$ cat src/rtl/exc_redirect_ctrl.sv
// Exception/ERET commit sequencer at WB: CP0 commit, cancel, fetch redirect, flush stall.
// Optional exception counter enabled by defining EXC_PERF_CNT_EN.
module exc_redirect_ctrl #(
   parameter logic [31:0] EXC_ENTRY    = 32'hbfc00380,
   parameter int unsigned FLUSH_CYCLES = 2
) (
   input  logic        clk,
   input  logic        resetn,
   input  logic        wb_valid,
   input  logic [31:0] wb_pc,
   input  logic        wb_bd,
   input  logic [31:0] wb_dm_addr,
   input  logic        ex_int,
   input  logic        ex_ri,
   input  logic        ex_ov,
   input  logic        ex_sys,
   input  logic        ex_bp,
   input  logic        ex_adel,
   input  logic        ex_ades,
   input  logic        wb_eret,
   input  logic [31:0] cp0_epc,
   input  logic        fetch_addr_ok,
   output logic        cancel,
   output logic        cp0_commit,
   output logic [4:0]  commit_code,
   output logic        commit_bd,
   output logic [31:0] commit_epc,
   output logic        badvaddr_wen,
   output logic [31:0] commit_badvaddr,
   output logic        eret_commit,
   output logic        exc_req,
   output logic [31:0] exc_target,
   output logic        wb_stall,
   output logic [31:0] exc_count
);

   typedef enum logic [1:0] {
      IDLE,
      REQ,
      FLUSH
   } state_t;

   localparam logic [3:0] FLUSH_INIT =
      (FLUSH_CYCLES == 0) ? 4'd0 : 4'(FLUSH_CYCLES - 1);

   state_t      state, state_nx;
   logic [3:0]  cnt, cnt_nx;
   logic [31:0] target_q, target_nx;

   logic        fetch_adel;
   logic        exc_any;
   logic        take;
   logic [4:0]  code;
   logic        bva_en;
   logic [31:0] bva;

   assign fetch_adel = (wb_pc[1:0] != 2'b00);
   assign exc_any = ex_int | fetch_adel | ex_ri | ex_ov
                  | ex_sys | ex_bp | ex_adel | ex_ades;
   // Pulses are gated by reset so nothing commits while resetn is low
   assign take = resetn & wb_valid & (state == IDLE);

   always_comb begin
      code   = 5'd0;
      bva_en = 1'b0;
      bva    = 32'd0;
      if (ex_int) begin
         code = 5'd0;
      end else if (fetch_adel) begin
         code   = 5'd4;
         bva_en = 1'b1;
         bva    = wb_pc;
      end else if (ex_ri) begin
         code = 5'd10;
      end else if (ex_ov) begin
         code = 5'd12;
      end else if (ex_sys) begin
         code = 5'd8;
      end else if (ex_bp) begin
         code = 5'd9;
      end else if (ex_adel) begin
         code   = 5'd4;
         bva_en = 1'b1;
         bva    = wb_dm_addr;
      end else if (ex_ades) begin
         code   = 5'd5;
         bva_en = 1'b1;
         bva    = wb_dm_addr;
      end
   end

   always_comb begin
      state_nx        = state;
      cnt_nx          = cnt;
      target_nx       = target_q;
      cancel          = 1'b0;
      cp0_commit      = 1'b0;
      commit_code     = 5'd0;
      commit_bd       = 1'b0;
      commit_epc      = 32'd0;
      badvaddr_wen    = 1'b0;
      commit_badvaddr = 32'd0;
      eret_commit     = 1'b0;
      exc_req         = 1'b0;
      wb_stall        = 1'b0;
      unique case (state)
         IDLE: begin
            if (take && exc_any) begin
               cancel          = 1'b1;
               cp0_commit      = 1'b1;
               commit_code     = code;
               commit_bd       = wb_bd;
               commit_epc      = wb_bd ? wb_pc - 32'd4 : wb_pc;
               badvaddr_wen    = bva_en;
               commit_badvaddr = bva;
               target_nx       = EXC_ENTRY;
               state_nx        = REQ;
            end else if (take && wb_eret) begin
               cancel      = 1'b1;
               eret_commit = 1'b1;
               target_nx   = cp0_epc;
               state_nx    = REQ;
            end
         end
         REQ: begin
            exc_req  = 1'b1;
            wb_stall = 1'b1;
            if (fetch_addr_ok) begin
               if (FLUSH_CYCLES == 0) begin
                  state_nx = IDLE;
               end else begin
                  state_nx = FLUSH;
                  cnt_nx   = FLUSH_INIT;
               end
            end
         end
         FLUSH: begin
            wb_stall = 1'b1;
            if (cnt == 4'd0) begin
               state_nx = IDLE;
            end else begin
               cnt_nx = cnt - 4'd1;
            end
         end
         default: state_nx = IDLE;
      endcase
   end

   always_ff @(posedge clk) begin
      if (!resetn) begin
         state    <= IDLE;
         cnt      <= 4'd0;
         target_q <= 32'd0;
      end else begin
         state    <= state_nx;
         cnt      <= cnt_nx;
         target_q <= target_nx;
      end
   end

   assign exc_target = target_q;

`ifdef EXC_PERF_CNT_EN
   logic [31:0] perf_q;

   always_ff @(posedge clk) begin
      if (!resetn) begin
         perf_q <= 32'd0;
      end else if (cp0_commit) begin
         perf_q <= perf_q + 32'd1;
      end
   end

   assign exc_count = perf_q;
`else
   assign exc_count = 32'd0;
`endif

endmodule

$ cat config.mk
export PLATFORM = sky130hd
export DESIGN_NAME = exc_redirect_ctrl
export DESIGN_NICKNAME = d
export VERILOG_FILES = /design/src/rtl/exc_redirect_ctrl.sv
export SDC_FILE = /design/constraint.sdc
export NUM_CORES = 1
export LEC_CHECK = 0
export BUFFER_PORTS_ARGS = -buffer_cell sky130_fd_sc_hd__buf_4
export CAP_MARGIN = 30
export CORE_AREA = 2 2 96 98
export CTS_CLUSTER_SIZE = 28
export DETAILED_ROUTE_END_ITERATION = 12
export DIE_AREA = 0 0 98 100
export GPL_TIMING_DRIVEN = 0
export PLACE_DENSITY = 0.7
export REMOVE_ABC_BUFFERS = 1
export SYNTH_ARGS = -nofsm -noshare
export SYNTH_HDL_FRONTEND = slang
export SYNTH_SLANG_ARGS = --single-unit
$ cat constraint.sdc
create_clock -name clk -period 2.4 [get_ports clk]
set_input_delay 0.36 -clock clk [delete_from_list [all_inputs] [get_ports clk]]
set_output_delay 0.36 -clock clk [all_outputs]
set_load 0.01 [all_outputs]
== Word level (Yosys, flattened, before mapping) ==
Cells that the tools add are included.
W data, S select, Z words.
Operators by class
  reduce and logical (&&, ||, !) cells: 11
  bitwise operators: 9
  add/sub/neg operators: 2
  equality and inequality tests: 6
  muxes and demuxes: 54
Operators with widths (number)
  $mux W32: 15
  $mux W4: 8
  $sub A32 B3 Y32 const B: 1
  $mux W1: 21
  $mux W5: 2
  $mux W2: 4
  $pmux W4 S2: 1
  $or A1 B1 Y1: 7
  $mux W3: 2
  $ne A2 B2 Y1 const B: 3
  $pmux W2 S3: 1
  $reduce_and A3 Y1: 2
  $reduce_bool A2 Y1: 3
  $logic_not A4 Y1: 1
  $sub A4 B1 Y4 const B: 1
  $ne A3 B1 Y1 const B: 1
  $and A1 B1 Y1: 2
  $eq A2 B1 Y1 const B: 1
  $eq A2 B2 Y1 const B: 1
  $logic_and A1 B1 Y1: 2
  $logic_not A2 Y1: 1
  $reduce_and A2 Y1: 1
  $reduce_or A2 Y1: 1
Storage, ports and cells
  bits in registers: 38

== Longest topological paths before layout ==
Gate-level depths: netlist of the first run.
  word-level depth: 11
  depth in mapped cells: 8

== Least setup slack after synthesis of the first run ==
No wires, ideal clock.
  path type: input to output
  from: in wb_pc[13]
  to: out commit_epc[31]
  cell stages on the path: 6
  setup slack: 0.209 ns
  buffers on the path: 1
  arrival time: 1.831 ns
  cell sequence: clkbuf_1 -> nor4_4 -> nand4_2 -> or2_0 -> or4b_1 -> a21oi_1
On the way
  word-level cells in the longest chain between the ends: 4
Ends and longest elaborated chain
  start: declaration: RTL line 10  | input logic [31:0] wb_pc,
  $sub A32 B3 Y32: RTL line 113  | commit_epc = wb_bd ? wb_pc - 32'd4 : wb_pc;
  $mux W32: RTL line 113
  $mux W32: RTL line 108  | if (take && exc_any) begin
  $mux W32: RTL line 106  | unique case (state)
  end: declaration: RTL line 27  | output logic [31:0] commit_epc,
Every way passes these cells.

== Worst setup path in the final report of the first run ==
  from: in wb_pc[6]
  to: out commit_epc[31]
Same word-level chain as after synthesis.

==> flow_summary_export.csv, run 1 <==
group,metric,value,unit
run_status,status,"complete, but fails checks",
run_status,failed_checks,"negative setup slack",
yosys,ys_ff_latch,38,
clock_network,clock_sinks,38,
worst_setup_path,critical_path.startpoint_type,"input port",
floorplanning,die_w,98,um
clock_network,htree_levels,2,
min_path,hp-start,"cp0_epc[21]",
clock_network,cts_buffers,5,
detailed_routing,drcViolationCount,0,
worst_setup_path,crit_path_start,"wb_pc[6]",
clock_network,cts_hold_buf,0,
worst_setup_path,arrival,2.04,ns
sta,setup_viol,1,
detailed_routing,antenna_left,0,
sta,grt_setup_unrepaired,"true",
place,post-dp-hpwl,8.08,mm
worst_setup_path,cp_max_fo,5,
yosys,syn_area,3030,um^2
sta,finalWorstSetupSlack,-0.00303,ns
detailed_routing,drtIter0Drc,108,
pwr,p_switching,0.000790,W
sta,slew_violations,0,
floorplanning,die_y,100,um
place,port_buffers,215,
worst_setup_path,critPathKind,"in2out",
worst_setup_path,rrSetupSlack,0.62,ns
pwr,ir_worst_vdd,0.000189,V
worst_setup_path,reg2reg_from,"state[0]",
detailed_routing,vias_per_cell,4.80,
floorplanning,num_io_pins,249,
worst_setup_path,endpoint_kind,"primary output",
floorplanning,initial_core_util,34.0,%
yosys,synthTopCellsByArea,"dfxtp_1 (25%), nand2_1 (9.7%), buf_4 (8.7%), a21oi_1 (7.1%), a22o_1 (4.9%)",
finish,drive_gt1_share,43.4,%
clock_network,cts_tree,"done",
yosys,ys.flop_type,"dfxtp_1",
clock_network,clock_latency,0.29,ns
pwr,p_int,0.00146,W
yosys,avgSynthCellArea,7.12,um^2
global_routing,antenna_found_initial,0,
global_routing,first_global_vias,3359,
clock_network,clk_pin_slew,0.07,ns
floorplanning,row_count,35,
pwr,p_sw_share,35.2,%
detailed_routing,routedWlPerCell,13.7,um
place,placed_cells,733,
clock_network,cts-root-buf,"clkbuf_8",
sta,hold_viol,0,
finish,fillCellCount,825,
sta,worstMarginPinSlew,0.550,ns
global_routing,grt_max_degree,30,
place,pre_cts_ws,-0.471,ns
detailed_routing,dr.pass1.iters,4,
worst_setup_path,slowest_delay,0.46,ns
yosys,yosysUniqueCellTypes,46,
detailed_routing,finalWirelength,10.3,mm
yosys,synth_top_cell_area_share,25.1,%
finish,fin_nets,756,
global_routing,track_usage,19.5,%
sta,skew,0.00469,ns
pwr,power.density,447,nW/um^2
yosys,yosysSeqAreaShare,25.1,%
pwr,combPwrFrac,46.4,%
detailed_routing,num_vias,3619,
yosys,ys_warn_count,0,
yosys,synth_edf_count,0,
global_routing,grt-ovfl-total,0,
clock_network,cts_buffer_depth,2,
global_routing,grt_first_pass_wirelength,16.1,mm
floorplanning,core_area,8890,um^2
worst_setup_path,crit_required,2.04,ns
yosys,synth_cells,425,
finish,synthToLayoutAreaGrowth,66.1,%
finish,num_antenna_cells,0,
yosys,synth_top_cell_by_area,"dfxtp_1",
pwr,power_frac_seq,33.8,%
pwr,leakagePower,2.44,nW
pwr,power,0.00225,W
job,drv_cap,0,
worst_setup_path,crit_chain,"buf_8 > nor4b_4 > nand4_1 > buf_6 > nor2_2 > or4b_4 > a21oi_2 > buf_4",
sta,relSlewSlack,63.4,%
place,gp_congestion,0.828,
sta,post-route-min-period,2.40,ns
min_path,hp-class,"in2reg",
yosys,async_flop_share,0,%
pwr,clkPwrFrac,19.8,%
floorplanning,dieArea,9800,um^2
sta,fmax,416,MHz
min_path,min_path_cells,2,
worst_setup_path,crit_path_top_delay_cell,"or4b_4",
worst_setup_path,rr_worst_depth,6,
sta,finalSetupTns,-0.00303,ns
finish,final_cells,754,
sta,fin_crit_sh,100,%
-- worst paths after layout --
path                                        to
worst max-delay path            commit_epc[31]
worst min-delay path            exc_target[21]
worst max register to register   exc_target[2]
worst min register to register  exc_target[14]
-- power groups by stage --
stage	clock network (W)	registers [W]	logic (W)
floorplan	0	0.000788	0.000455
global placement	0	0.000768	0.000931
detailed placement	0	0.000773	0.000977
CTS	0.000460	0.000759	0.00101
global route	0.000485	0.000773	0.00115
finish	0.000444	0.000760	0.00104
-- synthesized netlist by cell type, types with 7 or more instances --
| library cell | count |
|---|---|
| buf_4 | 35 |
| clkbuf_1 | 14 |
| inv_1 | 16 |
| a22o_1 | 17 |
| mux2i_1 | 14 |
| o21ai_0 | 20 |
| nor3_1 | 15 |
| dfxtp_1 | 38 |
| xnor2_1 | 16 |
| nand2_1 | 78 |
| nor2_1 | 39 |
| nand3_1 | 7 |
| xor2_1 | 8 |
| a21oi_1 | 43 |
-- cells in the final DEF, fill, tap and decap left out, types with 13 or more instances in the layout --
| cell | netlist | routed |
|---|---|---|
| a21oi_1 | 43 | 35 |
| a22o_1 | 17 | 17 |
| buf_4 | 35 | 225 |
| conb_1 | 1 | 33 |
| dfxtp_1 | 38 | 38 |
| inv_1 | 16 | 15 |
| mux2i_1 | 14 | 14 |
| nand2_1 | 78 | 76 |
| nor2_1 | 39 | 36 |
| nor3_1 | 15 | 13 |
| o21ai_0 | 20 | 20 |
| xnor2_1 | 16 | 16 |
-- per-layer routing --
| layer | vias to the layer above | routed length [um] | GRT usage, % |
|---|---|---|---|
| li1 | 1825 | - | - |
| met2 | 162 | 5260 | 35.0 |
| met4 | 0 | 186 | 5.88 |
| met1 | 1615 | 4090 | 23.8 |
| met5 | - | 0 | 0 |
| met3 | 17 | 754 | 3.55 |
-- critical path: cells and delay by family --
| kind | cells | cell delay [ns] |
|---|---|---|
| compound gates | 1 | 0.14 |
| simple gates | 4 | 1.14 |
| buf+inv | 3 | 0.40 |
-- kinds of logic after synthesis --
logic type	count (synthesis)	synth area share (%)
other	1	0.124
DFF	38	25.1
adders and majority gates	5	2.07
and+or+nand+nor	177	28.8
muxes	15	5.00
xor gates and xnor gates	24	6.94
buffers and inverters	72	13.5
AOI/OAI and AO/OA	93	18.4
-- flip-flops by register name, indices dropped and copies added (netlist names) --
signal and flops:
cnt 4, state 2, exc_target 32
-- cell type report --
type	count	area (um^2)	share of cell area, %
sequential	38	761	15.1
multi-input combinational	349	2150	42.9
clock buffer	7	86.3	1.72
timing repair buffer	232	1820	36.2
inverter	16	60.1	1.19
clock inverter	1	5.00	0.0996
tap	111	139	2.76
-- per-stage QoR --
stage	area, um^2	hold WS [ns]	utilization, %
detailed placement	4660	0.451	52.5
CTS	4880	0.276	54.9
global route	5030	0.286	56.5
floorplan	2800	0.451	-
global placement	4550	0.449	51.2
finish	5030	0.286	56.5
-- timing repair --
item	CTS	global route
endpoints found under the setup margin	79	69
pin swaps	5	8
buffers inserted	9	3
gates cloned	1	1
gates resized for setup	12	26
(Power assumes the default switching activity.)
==> inputs of run 2 (changes only) <==
Settings changed: PLACE_DENSITY 0.7 to 0.82.
==> run 2 against run 1 <==
Against the previous run: the flow now finishes without violations; flip-flop and latch count did not move; global-route usage up 1.2 points; via count grew 4.2%; hold slack improved by 0.013 ns; register-to-register slack lost 0.34 ns; wire length up 8.4%; clock-buffer cell count shrank 1; final area shrank 1.3%; critical path type unchanged; critical endpoint unchanged; largest power group unchanged; highest routed layer unchanged.
==> flow_summary_export.csv, run 2 (synthesis results as in run 1) <==
group,metric,value,unit
place,placed_cells,731,
sta,fmax,422,MHz
finish,synthToLayoutAreaGrowth,63.8,%
place,gp_congestion,0.900,
sta,slew_violations,0,
floorplanning,dieArea,9800,um^2
global_routing,first_global_vias,3609,
place,port_buffers,215,
clock_network,cts-root-buf,"clkbuf_8",
finish,num_antenna_cells,0,
global_routing,grt_max_degree,32,
pwr,power.density,453,nW/um^2
worst_setup_path,critPathBufInv,3,
floorplanning,row_count,35,
worst_setup_path,critPathKind,"in2out",
detailed_routing,routedWlPerCell,14.8,um
place,pre_cts_ws,-0.817,ns
worst_setup_path,endpoint_kind,"primary output",
worst_setup_path,crit_path_frequent_cell,"buf_4",
worst_setup_path,arrival,2.01,ns
worst_setup_path,crit_chain,"buf_4 > nor4b_4 > nand4_1 > buf_6 > nor2_2 > or4b_4 > a21oi_2 > buf_4",
sta,fin_crit_sh,98.8,%
clock_network,clk_pin_slew,0.07,ns
run_status,status,"finished clean",
sta,worstMarginPinSlew,0.578,ns
global_routing,grt-ovfl-total,0,
sta,skew,0.00433,ns
detailed_routing,dr.pass1.iters,4,
place,post-dp-hpwl,8.45,mm
detailed_routing,antenna_left,0,
sta,post-route-min-period,2.37,ns
sta,grt_setup_unrepaired,"true",
pwr,leakagePower,2.43,nW
detailed_routing,drtIter0Drc,142,
finish,fillCellCount,814,
clock_network,cts_buffers,5,
clock_network,clock_sinks,38,
clock_network,htree_levels,2,
clock_network,cts_hold_buf,0,
floorplanning,die_w,98,um
floorplanning,core_area,8890,um^2
worst_setup_path,cp_max_fo,6,
sta,setup_viol,0,
detailed_routing,vias_per_cell,4.99,
finish,final-seq-area,761,um^2
sta,hold_viol,0,
finish,final_cells,755,
job,drv_cap,0,
finish,fin_nets,757,
clock_network,cts_buffer_depth,2,
global_routing,antenna_found_initial,0,
finish,final_cell_mix,"buf_4 (230), nand2_1 (75), dfxtp_1 (38)",
worst_setup_path,path_delay_family,"simple AND/OR/NAND/NOR gates",
clock_network,cts_tree,"done",
finish,drive_gt1_share,42.9,%
clock_network,clock_latency,0.28,ns
sta,relSlewSlack,61.5,%
detailed_routing,num_vias,3770,
worst_setup_path,slowest_delay,0.46,ns
worst_setup_path,rrSetupSlack,0.28,ns
worst_setup_path,crit_required,2.04,ns
detailed_routing,finalWirelength,11.2,mm
worst_setup_path,crit_path_top_delay_cell,"or4b_4",
sta,finalWorstSetupSlack,0.0277,ns
pwr,ir_worst_vdd,0.000224,V
detailed_routing,drcViolationCount,0,
floorplanning,die_y,100,um
sta,finalSetupTns,0,ns
floorplanning,initial_core_util,34.0,%
min_path,hp-class,"in2reg",
finish,final_util,55.8,%
global_routing,track_usage,20.8,%
finish,multi_input_area,2100,um^2
global_routing,grt_first_pass_wirelength,16.9,mm
floorplanning,num_io_pins,249,
finish,layout_commonest_cell,"buf_4",
worst_setup_path,critical_path.startpoint_type,"input port",
finish,largest_reg_flops,32,
-- run 2: final timing paths --
check	cells after the start	from	to
max	8	wb_pc[6]	commit_epc[31]
min	2	cp0_epc[19]	exc_target[19]
max reg2reg	8	state[0]	exc_target[20]
min reg2reg	2	exc_target[18]	exc_target[18]
-- run 2: final cells by class --
class	count	area share [%]
Clock buffer	6	1.67
Sequential cell	38	15.3
Tap cell	111	2.80
Inverter	16	1.21
Clock inverter	2	0.252
Timing Repair Buffer	235	36.4
Multi-Input combinational cell	347	42.4
-- run 2: routing by layer --
layer | routed length, um | up-vias | track usage (%)
met2 | 5860 | 192 | 38.8
met5 | 0 | - | 0
met4 | 241 | 0 | 7.59
met1 | 4220 | 1731 | 23.5
met3 | 831 | 24 | 3.90
li1 | - | 1823 | -
-- run 2: metrics by stage --
stage / instance area (um^2) / hold WS (ns) / total power, W
2_1_floorplan: 2800 / 0.451 / 0.00124
3_3_place_gp: 4550 / 0.448 / 0.00169
3_5_place_dp: 4610 / 0.456 / 0.00175
4_1_cts: 4850 / 0.287 / 0.00223
5_1_grt: 4960 / 0.290 / 0.00239
6_report: 4960 / 0.299 / 0.00225
-- run 2: repair_timing --
item | 4_1_cts | 5_1_grt
endpoints found under the setup margin | 83 | 52
pin swaps | 7 | 7
resized for setup | 10 | 21
setup buffers | 14 | 2
-- run 2: where the power goes --
part,total [W],switching (W),internal [W]
combinational,0.00103,0.000530,0.000501
sequential,0.000760,0.0000504,0.000710
clock,0.000454,0.000223,0.000231
total,0.00225,0.000803,0.00144
